File: src/rtl/multicycle_control_unit.sv
// multicycle_control_unit
//   Sequencing FSM for the RV32I multicycle core. Steps each instruction
//   through FETCH/DECODE/EXEC/MEM/WB, drives every datapath strobe, counts
//   retired instructions and parks in HALT on a qualifying ECALL.
//
//   Optional feature macro: MULTICYCLE_MEM_WAIT_EN
//     defined   - FETCH and MEM stall while mem_ready is low
//     undefined - mem_ready is ignored; FETCH and MEM take one cycle
//
// Ports
//   clk, reset_n          core clock, synchronous active-low reset
//   opcode, funct3        IR fields (stable from DECODE to retirement)
//   mem_ready             memory handshake, access completes when high
//   bcond, halt_cond      ALU branch result / x17==10, valid in EXEC
//   i_or_d .. pc_source   datapath strobes (combinational from state/opcode)
//   retired               one-cycle pulse, same as pc_write
//   instr_count           retired-instruction counter, wraps
//   is_halted             high while in HALT
module multicycle_control_unit #(
    parameter int unsigned CNT_W = 32
) (
    input  logic             clk,
    input  logic             reset_n,
    input  logic [6:0]       opcode,
    input  logic [2:0]       funct3,
    input  logic             mem_ready,
    input  logic             bcond,
    input  logic             halt_cond,
    output logic             i_or_d,
    output logic             mem_read,
    output logic             mem_write,
    output logic             ir_write,
    output logic             reg_write,
    output logic [1:0]       wb_sel,
    output logic             alu_src_b,
    output logic [1:0]       alu_op,
    output logic [2:0]       imm_sel,
    output logic             pc_write,
    output logic [1:0]       pc_source,
    output logic             retired,
    output logic [CNT_W-1:0] instr_count,
    output logic             is_halted
);

    typedef enum logic [2:0] {
        S_FETCH  = 3'd0,
        S_DECODE = 3'd1,
        S_EXEC   = 3'd2,
        S_MEM    = 3'd3,
        S_WB     = 3'd4,
        S_HALT   = 3'd5
    } state_t;

    localparam logic [6:0] OP_R    = 7'b0110011;
    localparam logic [6:0] OP_I    = 7'b0010011;
    localparam logic [6:0] OP_LD   = 7'b0000011;
    localparam logic [6:0] OP_ST   = 7'b0100011;
    localparam logic [6:0] OP_BR   = 7'b1100011;
    localparam logic [6:0] OP_JAL  = 7'b1101111;
    localparam logic [6:0] OP_JALR = 7'b1100111;
    localparam logic [6:0] OP_SYS  = 7'b1110011;

    state_t           state_q, state_d;
    logic [CNT_W-1:0] cnt_q;
    logic             rdy;

`ifdef MULTICYCLE_MEM_WAIT_EN
    assign rdy = mem_ready;
`else
    logic unused_mem_ready;
    assign unused_mem_ready = mem_ready;
    assign rdy = 1'b1;
`endif

    always_comb begin
        state_d   = state_q;
        i_or_d    = 1'b0;
        mem_read  = 1'b0;
        mem_write = 1'b0;
        ir_write  = 1'b0;
        reg_write = 1'b0;
        wb_sel    = 2'b00;
        alu_src_b = 1'b0;
        alu_op    = 2'b00;
        imm_sel   = 3'd0;
        pc_write  = 1'b0;
        pc_source = 2'b00;
        is_halted = 1'b0;

        case (state_q)
            S_FETCH: begin
                mem_read = 1'b1;
                ir_write = rdy;
                if (rdy) state_d = S_DECODE;
            end
            S_DECODE: state_d = S_EXEC;
            S_EXEC: begin
                case (opcode)
                    OP_R: begin
                        alu_op  = 2'b10;
                        state_d = S_WB;
                    end
                    OP_I: begin
                        alu_op    = 2'b10;
                        alu_src_b = 1'b1;
                        // SLLI / SRLI / SRAI take the shamt immediate
                        imm_sel   = (funct3 == 3'b001 || funct3 == 3'b101) ? 3'd5 : 3'd0;
                        state_d   = S_WB;
                    end
                    OP_LD: begin
                        alu_src_b = 1'b1;
                        state_d   = S_MEM;
                    end
                    OP_ST: begin
                        alu_src_b = 1'b1;
                        imm_sel   = 3'd1;
                        state_d   = S_MEM;
                    end
                    OP_BR: begin
                        alu_op    = 2'b01;
                        imm_sel   = 3'd2;
                        pc_write  = 1'b1;
                        pc_source = bcond ? 2'b10 : 2'b00;
                        state_d   = S_FETCH;
                    end
                    OP_JAL: begin
                        imm_sel   = 3'd4;
                        reg_write = 1'b1;
                        wb_sel    = 2'b10;
                        pc_write  = 1'b1;
                        pc_source = 2'b10;
                        state_d   = S_FETCH;
                    end
                    OP_JALR: begin
                        alu_src_b = 1'b1;
                        reg_write = 1'b1;
                        wb_sel    = 2'b10;
                        pc_write  = 1'b1;
                        pc_source = 2'b01;
                        state_d   = S_FETCH;
                    end
                    OP_SYS: begin
                        if (halt_cond) begin
                            state_d = S_HALT;
                        end else begin
                            pc_write = 1'b1;
                            state_d  = S_FETCH;
                        end
                    end
                    default: begin
                        pc_write = 1'b1;
                        state_d  = S_FETCH;
                    end
                endcase
            end
            S_MEM: begin
                i_or_d = 1'b1;
                if (opcode == OP_LD) begin
                    mem_read = 1'b1;
                    if (rdy) state_d = S_WB;
                end else begin
                    // only stores reach MEM otherwise; they retire here
                    mem_write = 1'b1;
                    pc_write  = rdy;
                    if (rdy) state_d = S_FETCH;
                end
            end
            S_WB: begin
                reg_write = 1'b1;
                wb_sel    = (opcode == OP_LD) ? 2'b01 : 2'b00;
                pc_write  = 1'b1;
                state_d   = S_FETCH;
            end
            S_HALT: is_halted = 1'b1;
            default: state_d = S_FETCH;
        endcase

        // reset masks every strobe so an abandoned instruction cannot retire
        if (!reset_n) begin
            i_or_d    = 1'b0;
            mem_read  = 1'b0;
            mem_write = 1'b0;
            ir_write  = 1'b0;
            reg_write = 1'b0;
            wb_sel    = 2'b00;
            alu_src_b = 1'b0;
            alu_op    = 2'b00;
            imm_sel   = 3'd0;
            pc_write  = 1'b0;
            pc_source = 2'b00;
            is_halted = 1'b0;
        end
    end

    always_ff @(posedge clk) begin
        if (!reset_n) begin
            state_q <= S_FETCH;
            cnt_q   <= '0;
        end else begin
            state_q <= state_d;
            if (pc_write) cnt_q <= cnt_q + CNT_W'(1);
        end
    end

    assign retired     = pc_write;
    assign instr_count = cnt_q;

endmodule

File: config.mk
export PLATFORM = sky130hd
export DESIGN_NAME = multicycle_control_unit
export DESIGN_NICKNAME = d
export VERILOG_FILES = /design/src/rtl/multicycle_control_unit.sv
export SDC_FILE = /design/constraint.sdc
export NUM_CORES = 1
export LEC_CHECK = 0
export CORE_MARGIN = 3
export CORE_UTILIZATION = 43
export CTS_BUF_LIST = sky130_fd_sc_hd__clkbuf_2 sky130_fd_sc_hd__clkbuf_4 sky130_fd_sc_hd__clkbuf_8
export CTS_CLUSTER_DIAMETER = 200
export DETAILED_ROUTE_END_ITERATION = 6
export PLACE_DENSITY = 0.78
export REMOVE_ABC_BUFFERS = 1
export SETUP_SLACK_MARGIN = 0.2
export SKIP_CTS_REPAIR_TIMING = 1
export SLEW_MARGIN = 5
export SYNTH_ARGS = -nofsm -noshare
export SYNTH_HDL_FRONTEND = slang
export SYNTH_SLANG_ARGS = --single-unit
File: constraint.sdc
create_clock -name clk -period 1.7 [get_ports clk]
set_input_delay 0.17 -clock clk [delete_from_list [all_inputs] [get_ports clk]]
set_output_delay 0.17 -clock clk [all_outputs]
set_load 0.02 [all_outputs]
== Word-level counts from Yosys, hierarchy flattened ==
Cells that the tools add are included.

* Output and inout port bits: 50
* Register bits: 35
* Logic and storage cells: 66

* Equality and inequality tests: 15
* Reductions and logical operators: 7
* Muxes and demuxes: 41
* Add/sub/neg operators: 1

{| class="wikitable"
|+ Operators with widths
! cell !! number
|-
| 32-bit by 1-bit adder with 32-bit output (second input constant) || 1
|-
| 7-bit equality test (second input constant) || 4
|-
| 1-bit two-way mux || 19
|-
| 3-bit two-way mux || 5
|-
| 3-bit one-hot mux with 5 select lines || 1
|-
| 7-bit by 6-bit equality test with 1-bit output (second input constant) || 2
|-
| 2-bit two-way mux || 7
|-
| 3-bit one-hot mux with 4 select lines || 1
|-
| 3-bit equality test (second input constant) || 3
|-
| 3-bit one-hot mux with 3 select lines || 1
|-
| 2-bit one-hot mux with 2 select lines || 2
|-
| 4-bit OR reduction || 2
|-
| 7-bit by 2-bit equality test with 1-bit output (second input constant) || 1
|-
| 7-bit by 5-bit equality test with 1-bit output (second input constant) || 1
|-
| 3-bit by 1-bit equality test with 1-bit output (second input constant) || 2
|-
| 3-bit by 2-bit equality test with 1-bit output (second input constant) || 2
|-
| 1-bit one-hot mux with 2 select lines || 3
|-
| 2-bit one-hot mux with 3 select lines || 1
|-
| 2-bit OR reduction || 3
|-
| 3-bit zero test || 1
|-
| 1-bit one-hot mux with 3 select lines || 1
|-
| 1-bit logical OR || 1
|}

== Logic depth before layout (Yosys ltp) ==
* Depth in word-level cells: 6
* Gate-level depth with buffers: 8
* Mapped depth without buffers: 5

== Worst setup path before layout ==
OpenSTA, ideal clock, no wires.

* Kind: reg-to-output
* From: reg state_q[2]
* To: out retired
* Arrival time: 1.668 ns
* Slack: -0.138 ns
* Stages on the path, launching flop included: 7
* Required time: 1.530 ns
* Cell sequence: dfxtp_1 buf_2 or3b_4 o221ai_4 nor2_1 nor2_1 buf_4

* Longest elaborated chain between the ends: 3

{| class="wikitable"
|+ RTL lines
! element !! line !! source
|-
| start: declaration || 63 || <nowiki>state_t state_q, state_d;</nowiki>
|-
| start signal: assignment || 200 || <nowiki>state_q <= state_d;</nowiki>
|-
| 3-bit equality test / 3-bit by 2-bit equality test with 1-bit output (equally long branches) || 90 || <nowiki>case (state_q)</nowiki>
|-
| 1-bit one-hot mux with 3 select lines (*) || 90 ||
|-
| 1-bit two-way mux (*) || 179 || <nowiki>if (!reset_n) begin</nowiki>
|-
| end: declaration || 40 || <nowiki>output logic retired,</nowiki>
|}

Every way passes the cells marked *; elsewhere a longest branch is shown, timed or not.

== Worst setup path after layout ==
* From: reg state_q[2]
* To: reg cnt_q[5], in the netlist instr_count[5]

* Longest elaborated chain between the ends: 3

{| class="wikitable"
|+ RTL lines
! element !! line !! source
|-
| 3-bit equality test / 3-bit by 2-bit equality test with 1-bit output (equally long branches) || 90 ||
|-
| 1-bit one-hot mux with 3 select lines (*) || 90 ||
|-
| 1-bit two-way mux (*) || 179 ||
|-
| end signal: assignment || 201 || <nowiki>if (pc_write) cnt_q <= cnt_q + CNT_W'(1);</nowiki>
|-
| end: declaration || 64 || <nowiki>logic [CNT_W-1:0] cnt_q;</nowiki>
|}

Marked as above.
A chain may end at the register's enable or synchronous reset.

==> impl_summary.txt <==
----------------------------------------------------
[Power]
  LEAKAGE ... 1.96 nW
  Relative contribution of combinational cells to total power ... 0.172
  Total power density per cell area ... 490 mW/mm^2
  Peak supply drop ... 376 uV
  Clock power frac ... 0.354
  PnR Total Power ... 0.00177 W
  Reg power frac ... 0.475
  Sw frac ... 0.270
  Switching power of the nets ... 0.000477 W
  Internal power of the cells ... 0.00129 W

[Yosys]
  Biggest area consumer among synthesized cells ... dfxtp_1
  Synthesized cell area ... 0.00203 sq mm
  Post-synth EDFFs ... 0
  Fraction of registers with async set or reset after synthesis ... 0
  Sequential fraction of the synthesis area ... 0.345
  Number of synthesized register bits ... 35
  Dominant register cell in the synthesized netlist ... dfxtp_1
  Cell types occupying the most area after synthesis ... dfxtp_1 35%, a21oi_1 5.2%, nor2_1 4.1%
  Synthesized area per cell ... 8.12 sq um
  Fraction of synthesized cell area taken by the top area cell type ... 0.345
  Synth Instances ... 250
  List of most frequent post-synthesis cells ... 35 x dfxtp_1, 22 x nor2_1, 21 x a21oi_1
  Yosys synthesis warning count ... 0
  Synth cell types ... 45
  Most repeated cell in the gate-level netlist after synthesis ... dfxtp_1

[Clocking]
  Root Driver ... clkbuf_8
  Number of buffers created by CTS ... 5
  Total number of clock tree sinks ... 35
  Maximum level of the CTS H-tree ... 2
  Insertion delay of the later-clocked pin in the worst-skew pair ... 0.28 ns
  Largest buffer count on any clock path ... 2
  CTS tree ... done
  Post-CTS clock slew at the launch and capture registers of the worst setup and hold paths ... 0.07 ns

[STA]
  # setup viols final ... 29
  Final worst path period need ... 1.88 ns
  Final setup skew ... 0.00397 ns
  Fmax ... 531 MHz
  Post-route setup slack ... -0.185 ns
  Rel. slew slack ... 0.674
  Transition time of the tightest slew-check pin ... 0.484 ns
  RSZ-0062 raised after global routing ... true
  Final cycle utilization of the critical path ... 1.11
  Number of slew-limit violations in the final report ... 0
  Tightest hold margin ... 0.442 ns
  Final hold viol count ... 0

[Cells and area]
  Final nets ... 391
  Share of final-layout standard cells stronger than drive strength 1 ... 0.428
  Synthesis-to-finish area growth ... 78.1%
  Post-Layout Cell Count ... 428
  Count of inserted antenna diode cells ... 0

[Die]
  FP Rows ... 24
  Number of top-level design ports ... 65
  Core area ... 0.00444 sq mm
  Floorplan die area ... 0.00558 sq mm
  Chip height ... 74.7 um
  Initial core utilization ... 0.457
  Die span in x ... 74.7 um

[Worst hold path]
  Min-Delay Startpoint ... reset_n
  Capture endpoint of the worst hold path ... instr_count[7]
  Hold depth ... 3
  Hold WC Path Type ... input pin to flop

[Routing]
  Number of routed nets with antenna violations ... 0
  Detailed router's first-iteration violation count ... 282
  Average via count per standard cell ... 5.92
  Post-DR wirelength/cell ... 18.2 um
  DRT Wirelength ... 7.79 mm
  Drt drc ... 0
  Vias ... 2535
  Detailed-router iteration count before antenna repair ... 4

[Critical path]
  Worst reg2reg endpoint ... instr_count[5]
  Arrival time at the worst endpoint ... 2.04 ns
  Reg-to-reg critical path startpoint ... state_q[2]
  Kind of start point of the critical path ... flop
  Worst endpoint required time ... 1.86 ns
  R2r worst-path depth ... 8
  Register-to-Register Setup Slack ... -0.18 ns
  Critical path class ... flop to flop
  Largest driver fanout on the critical path ... 8
  Critical path capture point type ... flop

[Placed design]
  Detailed placement HPWL ... 4.37 mm
  RePlAce Congestion ... 0.889
  Number of I/O port buffers ... 62
  Inst Count DP ... 407

[GRT]
  Combined global-route utilization of all metal layers ... 0.214
  Global-route wire length before repair ... 9.55 mm
  Number of antenna violations at the first check in global routing ... 0
  Vias in the first global route ... 2192
  Pin count of the biggest net entering global routing ... 21
  Total congestion overflow ... 0

[Outcome]
  Run status ... complete, but fails checks
  Failing checks ... setup timing

[Run]
  Max-Cap Viols ... 0

----------------------------------------------------
-- layer usage --
| metal | routed length (um) | vias up | GRT usage |
|---|---|---|---|
| li1 | - | 1174 | - |
| met1 | 3180 | 1211 | 0.270 |
| met2 | 3920 | 126 | 0.365 |
| met3 | 450 | 24 | 0.0521 |
| met4 | 238 | 0 | 0.0573 |
| met5 | 0 | - | 0 |
-- power by group through the flow --
stage               combinational, W  sequential [W]  clock (W)
global placement            0.000226        0.000857          0
finish                      0.000304        0.000840   0.000626
CTS                         0.000231        0.000839   0.000620
global route                0.000322        0.000840   0.000658
detailed placement          0.000230        0.000857          0
floorplan                  0.0000852        0.000865          0
-- cells in the final DEF (no fill, tap or decap), drive strengths merged, types with 4 or more instances in the layout --
| master | netlist | layout |
|---|---|---|
| nor3 | 11 | 11 |
| o21ai | 12 | 12 |
| nand3 | 12 | 12 |
| nand4 | 9 | 9 |
| o31ai | 9 | 9 |
| or3 | 10 | 10 |
| mux2i | 6 | 6 |
| o21a | 4 | 4 |
| inv | 8 | 8 |
| clkdlybuf4s50 | 0 | 8 |
| dfxtp | 35 | 35 |
| dlymetal6s2s | 0 | 35 |
| nor2 | 22 | 22 |
| clkbuf | 5 | 11 |
| or4 | 8 | 8 |
| nand2b | 7 | 7 |
| a21oi | 21 | 21 |
| buf | 8 | 84 |
| and4 | 4 | 4 |
| nand2 | 20 | 20 |
| and3 | 5 | 5 |
| xor2 | 5 | 5 |
-- registers in the layout (all words and copies together) (netlist names) --
signal       count
state_q          3
instr_count     32
-- layout make-up --
class	count	area (sq um)
Multi-Input combinational cell	194	1490
Fill cell	246	830
Inverter	8	30.0
Timing Repair Buffer	131	1230
Clock inverter	1	5.00
Sequential cell	35	717
Clock buffer	7	83.8
Tap cell	52	65.1
-- worst max-delay path, stage by stage, from the launching register on --
cell and delay [ns]:
dfxtp_2 0.38, or3b_4 0.41, o221ai_4 0.09, buf_8 0.18, o21ai_4 0.10, buf_6 0.14, buf_6 0.11, o211ai_1 0.22
o31ai_1 0.12
-- worst max-delay path by stage --
stage | cells past startpoint | start | end
2_1_floorplan | 5 | instr_count[5] | instr_count[31]
3_3_place_gp | 6 | opcode[4] | imm_sel[0]
3_5_place_dp | 9 | opcode[5] | instr_count[12]
4_1_cts | 6 | opcode[5] | wb_sel[0]
5_1_grt | 6 | instr_count[4] | instr_count[14]
6_report | 8 | state_q[2] | instr_count[5]
-- kinds of logic (layout without fill, tap and decap cells) --
kind of cell    Yosys count  after routing  share of synthesized area
compound gates           58             58                      0.203
xor+xnor                  7              7                     0.0302
fa+ha+maj                 1              1                    0.00616
buf+inv                  21            147                     0.0487
flops                    35             35                      0.345
mux                       7              7                     0.0351
simple gates            121            121                      0.332
-- per-stage QoR --
stage	utilization	worst slack (ns)	setup TNS, ns	instance area (sq um)
detailed placement	0.690	-0.588	-22.34	3070
finish	0.813	-0.185	-3.05	3610
global placement	0.690	-0.542	-20.31	3070
global route	0.813	-0.292	-5.41	3610
CTS	0.710	-0.577	-13.81	3160
floorplan	-	-0.197	-1.67	1960
(Power assumes the default switching activity.)
